## src/rtl/tx_frame_encoder.sv

```systemverilog
// Two-stage TX frame encoder: stage 1 inserts a CRC-12 (covering an implicit
// frame sequence ID for data frames), stage 2 self-synchronously scrambles the body.
module tx_frame_encoder #(
    parameter int FRAME_WIDTH    = 256,
    parameter int PAYLOAD_WIDTH  = 240,
    parameter int FRAME_ID_WIDTH = 8,
    parameter int SCRAMBLE       = 1
) (
    input  logic                      clk,
    input  logic                      rst,
    input  logic [FRAME_WIDTH-1:0]    tx_frame_in,
    input  logic                      crc_err_inject,
    output logic [FRAME_WIDTH-1:0]    tx_frame_out,
    output logic [FRAME_ID_WIDTH-1:0] frame_id,
    output logic                      hdr_err
);

    localparam int CRC_WIDTH  = FRAME_WIDTH - PAYLOAD_WIDTH - 4;
    localparam int MSG_WIDTH  = FRAME_ID_WIDTH + FRAME_WIDTH - CRC_WIDTH;
    localparam int BODY_WIDTH = FRAME_WIDTH - 2;
    localparam int SCR_WIDTH  = 58;

    localparam logic [CRC_WIDTH-1:0]   CRC_POLY    = 12'h80F;
    localparam logic [FRAME_WIDTH-1:0] RESET_FRAME = {2'b10, {(FRAME_WIDTH-2){1'b0}}};

    generate
        if (CRC_WIDTH != 12) begin : g_bad_crc_width
            $error("tx_frame_encoder: FRAME_WIDTH-PAYLOAD_WIDTH-4 must equal 12");
        end
    endgenerate

    // Bit-serial MSB-first CRC, unrolled into a single cycle.
    function automatic logic [CRC_WIDTH-1:0] crc_calc(input logic [MSG_WIDTH-1:0] msg);
        logic [CRC_WIDTH-1:0] c;
        logic                 fb;
        c = '1;
        for (int i = MSG_WIDTH - 1; i >= 0; i--) begin
            fb = c[CRC_WIDTH-1] ^ msg[i];
            c  = {c[CRC_WIDTH-2:0], 1'b0};
            if (fb) begin
                c = c ^ CRC_POLY;
            end
        end
        return c;
    endfunction

    // Returns {next_state, scrambled_body}; body is processed from its MSB down.
    function automatic logic [SCR_WIDTH+BODY_WIDTH-1:0] scramble(
        input logic [BODY_WIDTH-1:0] body,
        input logic [SCR_WIDTH-1:0]  state
    );
        logic [SCR_WIDTH-1:0]  s;
        logic [BODY_WIDTH-1:0] o;
        logic                  b;
        s = state;
        o = body;
        for (int i = BODY_WIDTH - 1; i >= 0; i--) begin
            b    = body[i] ^ s[38] ^ s[57];
            o[i] = b;
            s    = {s[56:0], b};
        end
        return {s, o};
    endfunction

    logic [FRAME_WIDTH-1:0]    s1_frame_q, s1_frame_d;
    logic                      s1_hdr_err_q, s1_hdr_err_d;
    logic                      s1_valid_q;
    logic [FRAME_ID_WIDTH-1:0] frame_id_q, frame_id_d;
    logic [FRAME_WIDTH-1:0]    out_q, out_d;
    logic                      hdr_err_q;
    logic [SCR_WIDTH-1:0]      scr_q, scr_d;

    logic [1:0]                hdr_in;
    logic                      is_data;
    logic [FRAME_ID_WIDTH-1:0] id_field;
    logic [CRC_WIDTH-1:0]      crc_val;

    always_comb begin
        hdr_in       = tx_frame_in[FRAME_WIDTH-1:FRAME_WIDTH-2];
        is_data      = (hdr_in == 2'b01);
        id_field     = is_data ? frame_id_q : '0;
        crc_val      = crc_calc({id_field, tx_frame_in[FRAME_WIDTH-1:CRC_WIDTH]});
        crc_val[0]   = crc_val[0] ^ crc_err_inject;
        s1_frame_d   = {tx_frame_in[FRAME_WIDTH-1:CRC_WIDTH], crc_val};
        s1_hdr_err_d = (hdr_in[1] == hdr_in[0]);
        frame_id_d   = is_data ? frame_id_q + 1'b1 : frame_id_q;
    end

    // The reset frame held in stage 1 bypasses the scrambler and leaves its
    // state untouched, so the first real frame after reset starts from all ones.
    generate
        if (SCRAMBLE != 0) begin : g_scramble
            logic [SCR_WIDTH+BODY_WIDTH-1:0] scr_result;
            always_comb begin
                scr_result = scramble(s1_frame_q[BODY_WIDTH-1:0], scr_q);
                out_d      = s1_frame_q;
                scr_d      = scr_q;
                if (s1_valid_q) begin
                    out_d[BODY_WIDTH-1:0] = scr_result[BODY_WIDTH-1:0];
                    scr_d                 = scr_result[SCR_WIDTH+BODY_WIDTH-1:BODY_WIDTH];
                end
            end
        end else begin : g_bypass
            assign out_d = s1_frame_q;
            assign scr_d = scr_q;
        end
    endgenerate

    always_ff @(posedge clk) begin
        if (rst) begin
            s1_frame_q   <= RESET_FRAME;
            s1_hdr_err_q <= 1'b0;
            s1_valid_q   <= 1'b0;
            frame_id_q   <= '0;
            out_q        <= RESET_FRAME;
            hdr_err_q    <= 1'b0;
            scr_q        <= '1;
        end else begin
            s1_frame_q   <= s1_frame_d;
            s1_hdr_err_q <= s1_hdr_err_d;
            s1_valid_q   <= 1'b1;
            frame_id_q   <= frame_id_d;
            out_q        <= out_d;
            hdr_err_q    <= s1_hdr_err_q & s1_valid_q;
            scr_q        <= scr_d;
        end
    end

    assign tx_frame_out = out_q;
    assign frame_id     = frame_id_q;
    assign hdr_err      = hdr_err_q;

endmodule

```

## config.mk

```make
export PLATFORM = sky130hd
export DESIGN_NAME = tx_frame_encoder
export DESIGN_NICKNAME = d
export VERILOG_FILES = /design/src/rtl/tx_frame_encoder.sv
export SDC_FILE = /design/constraint.sdc
export NUM_CORES = 1
export LEC_CHECK = 0
export ABC_AREA = 1
export ABC_CLOCK_PERIOD_IN_PS = 19800
export CAP_MARGIN = 0
export CORE_UTILIZATION = 26
export DETAILED_ROUTE_END_ITERATION = 7
export PLACE_DENSITY = 0.42
export SLEW_MARGIN = 20
export SYNTH_ARGS = -nofsm -noshare
export SYNTH_HDL_FRONTEND = slang
export SYNTH_SLANG_ARGS = --single-unit
```

## constraint.sdc

```tcl
create_clock -name clk -period 19.8 [get_ports clk]
set_input_delay 1.98 -clock clk [delete_from_list [all_inputs] [get_ports clk]]
set_output_delay 1.98 -clock clk [all_outputs]
set_load 0.1 [all_outputs]
```

# Word level (Yosys, flattened, before mapping)
# Index checks and enable logic that the tools add are counted.
# Widths: inputs -> output; s select.
# op_classes
n_addsub	1
n_lt_le_gt_ge	0
shift	0
n_eq_ne	2
n_reduce_logical	0
div_mod_pow	0
mux	255
n_bitwise	1012
n_mul	0
# op_table
cell	count
$mux 12	252
$not 5->5	251
$xor 1x1->1	760
$mux 254	1
$add 8x1->8 const B	1
$mux 8	1
$eq 2x1->1 const B	1
$and 1x1->1	1
$eq 1x1->1	1
$mux 1	1
# totals
regBits	581
output_inout_bits	265
n_memories	0
latch_bits	0
mem_bits_ro	0
ramBits	0
in_bits	259

# Longest topological paths before layout
# depth
ltp_word	506
depth_mapped	158
depth_no_buf	156

# Worst setup path before layout
# OpenSTA, ideal clock, no wires.
# synth_timing
kind	in2reg
from	in tx_frame_in[255]
to	reg s1_frame_q[11]
arrival_ns	13.338
path_slack_ns	6.347
path_stages	95
setup_ns	0.115
cell_sequence	inv_2 ha_1 buf_6 buf_8 nand2_1 nand2_1 nand2_1 nand2_1 nand2_1 nand3_1 nand2_1 inv_1 nand3_1 nand2_1 inv_2 nand2_1 nand3_1 nand2_1 (+59 left out) xnor2_1 xor2_1 xor2_2 xnor2_1 xor2_1 or2_1 nand2_1 inv_1 or2_1 nand2_2 inv_2 or2_0 nand2_1 inv_1 nand3_2 nand3_1 nand2_1 nor2_1
# synth_lines
element	line	source
from (decl)	11	input logic [FRAME_WIDTH-1:0] tx_frame_in,
to (signal assigned)	119	s1_frame_q <= s1_frame_d;
to (decl)	65	logic [FRAME_WIDTH-1:0] s1_frame_q, s1_frame_d;

==> summary.txt <==
CTS tree -> built
CP peak stage delay -> 0.86 ns
Fill cells -> 13,430
Slew Viols, Final -> 0
Synth area leader -> dfxtp_1
WL met1 -> 69,980 um
Period minus WS final -> 17.01 ns
Most numerous cell in the Yosys netlist -> nand2_1
Register area -> 11,630 um^2
R2r setup slk -> 5.32 ns
Synth top cells by count -> 1,140 x nand2_1, 651 x inv_1, 581 x dfxtp_1
WS Path Type -> in2reg
Max layer used -> met4
Final Hold Fails -> 0
Worst EP required -> 20.37 ns
Largest net degree at the start of global routing -> 189
RSZ-0062 raised after global routing -> false
Post-Syn Area -> 32,820 um^2
Post-synthesis net count -> 4,920
Yosys cell types -> 36
DR vias -> 30,630
Post-DP HPWL -> 128,000 um
Critical Path End Type -> register
Top FF cell, synth -> dfxtp_1
Number of flops mapped to enable cells by yosys -> 0
Port bufs -> 511
Detailed Route Iter0 Violations -> 2,317
Initial antenna violation count -> 3
Drt pass-1 iters -> 8
Seq/Total Area, Yosys -> 0.3544
Cts hold-fix bufs -> 0
Startpoint types -> input pin
Rel. slew slack -> 0.2184
Multi-input logic area -> 18,020 um^2
Avg Synthesized Cell Area -> 7.043 um^2
Wirelength per Cell -> 22.44 um
Synth Instances -> 4,659
Die area -> 127,600 um^2
Vias in the first global route -> 28,960
Yosys warning count -> 0
Setup Total Neg Slack -> 0 ns
Synth area leaders -> dfxtp_1 35%, xor2_1 14%, nand2_1 13%
Placer Congestion -> 0.8808
Nets@finish -> 5,432
P&R area growth vs syn -> 29.27%
Gr ovfl total -> 0
Clk sinks -> 581
Clock buffer depth -> 3
GRT Util Overall -> 0.2351
Fmax -> 0.05878 GHz
Setup bufs post-CTS -> 0
Vias per std cell -> 4.459
CTS buffer count -> 76
Met3 routed WL -> 7250 um
First-pass GRT wire length -> 210,300 um
Register bit total from synthesis -> 581
Post-route DRC -> 0
# resized after CTS -> 0
Clk_lat worst skew -> 0.66 ns
Final ANT Viol Nets -> 0
WL met2 -> 72,650 um
Post-synth ARST share -> 0
Yosys top cell area share -> 0.3544
Critical Path Fanout Max -> 26
CTS root buffer -> clkbuf_16
Cell mode on critical path -> nand2_1
Die Ht -> 357.3 um
CTS clk-pin slew, worst paths -> 0.06 ns
Core Box Area -> 124,400 um^2
Final setup violation count -> 0
Crit path arrival time -> 17.58 ns
Final wirelength -> 154,200 um
Part of the cycle the worst path needs -> 0.8592
Die X -> 357.3 um
Final setup skew -> 0.04190 ns
HP Class -> reg2reg
# Max-Cap Violations -> 0
Worst-margin pin slew -> 1.169 ns
Starting Density -> 0.2637
CP max-delay cell -> ha_1
CTS HTree Levels -> 3
Outcome -> finished clean
Share of layout cells above drive strength 1 -> 0.06909
Rows -> 129
IO Pins -> 524
==> cells in the final DEF (no fill, tap or decap), types with 5 or more instances in the layout <==
| cell | n |
|---|---|
| a21oi_1 | 274 |
| buf_4 | 52 |
| bufinv_16 | 7 |
| clkbuf_1 | 13 |
| clkbuf_16 | 77 |
| clkbuf_8 | 9 |
| clkdlybuf4s50_1 | 509 |
| clkinv_2 | 13 |
| clkinvlp_4 | 5 |
| dfxtp_1 | 580 |
| diode_2 | 8 |
| inv_1 | 649 |
| inv_2 | 54 |
| inv_6 | 5 |
| nand2_1 | 1140 |
| nand2_2 | 50 |
| nand3_1 | 351 |
| nand3_2 | 16 |
| nand3b_1 | 31 |
| nand4_1 | 11 |
| nor2_1 | 328 |
| o211ai_1 | 44 |
| o21ai_0 | 184 |
| or2_1 | 9 |
| or2_2 | 26 |
| xnor2_1 | 208 |
| xor2_1 | 519 |
| xor2_2 | 29 |
==> flip-flops by register name, indices dropped and copies added, names as in the netlist <==
register      flops
scr_q            58
s1_hdr_err_q      1
tx_frame_out    256
hdr_err           1
s1_valid_q        1
s1_frame_q      256
frame_id          8
==> logic make-up (layout without fill, tap and decap cells) <==
| family | Yosys count | after routing | synth area share |
|---|---|---|---|
| AO/OA/AOI/OAI | 506 | 506 | 0.08072 |
| XOR/XNOR | 765 | 765 | 0.2140 |
| AND/OR/NAND/NOR | 1970 | 1970 | 0.2538 |
| adder cells (fa/ha/maj) | 2 | 2 | 0.0007625 |
| buffers and inverters | 835 | 1401 | 0.09631 |
| flip-flops | 581 | 581 | 0.3544 |
| other | 0 | 8 | 0 |
==> area by class of cell <==
type	instances	share of cell area
clock buffer	99	0.04949
tap	1637	0.04828
sequential	581	0.2743
timing repair buffer	564	0.1306
clock inverter	33	0.009468
multi-input combinational	3243	0.4249
antenna	8	0.0004719
inverter	705	0.06253
==> worst max-delay path, delay by kind of cell <==
family / cells / cell delay, ns
xor+xnor: 4 / 1.27
fa+ha+maj: 1 / 0.86
buf+inv: 11 / 1.31
simple gates: 117 / 12.16
==> per-layer routing <==
layer  GRT usage  vias up
li1            -    15300
met1      0.3118    14350
met2      0.3955      840
met3     0.03291      148
met4     0.06487        0
met5           0        -
==> worst paths after layout <==
kind | startpoint | end | cells after the start
worst max register to register | frame_id[7] | s1_frame_q[11] | 130
worst max-delay path | tx_frame_in[255] | s1_frame_q[11] | 133
worst min-delay path | s1_frame_q[254] | tx_frame_out[254] | 2
worst min register to register | s1_frame_q[254] | tx_frame_out[254] | 2
==> metrics by stage <==
stage	setup WS, ns	hold WS [ns]	std cells	instance area (um^2)	util
after global routing	0.8052	0.4283	6863	42400	0.3407
after floorplan	6.347	0.3883	4659	32820	-
after CTS	2.772	0.4141	6862	42400	0.3407
after global placement	2.296	0.4067	6730	39900	0.3206
final	2.788	0.4063	6870	42420	0.3409
after detailed placement	2.135	0.4051	6730	39900	0.3206
Power is left out: the tool's default activity adds up to more than one toggle a clock period on the data nets, which glitch-free logic cannot reach.
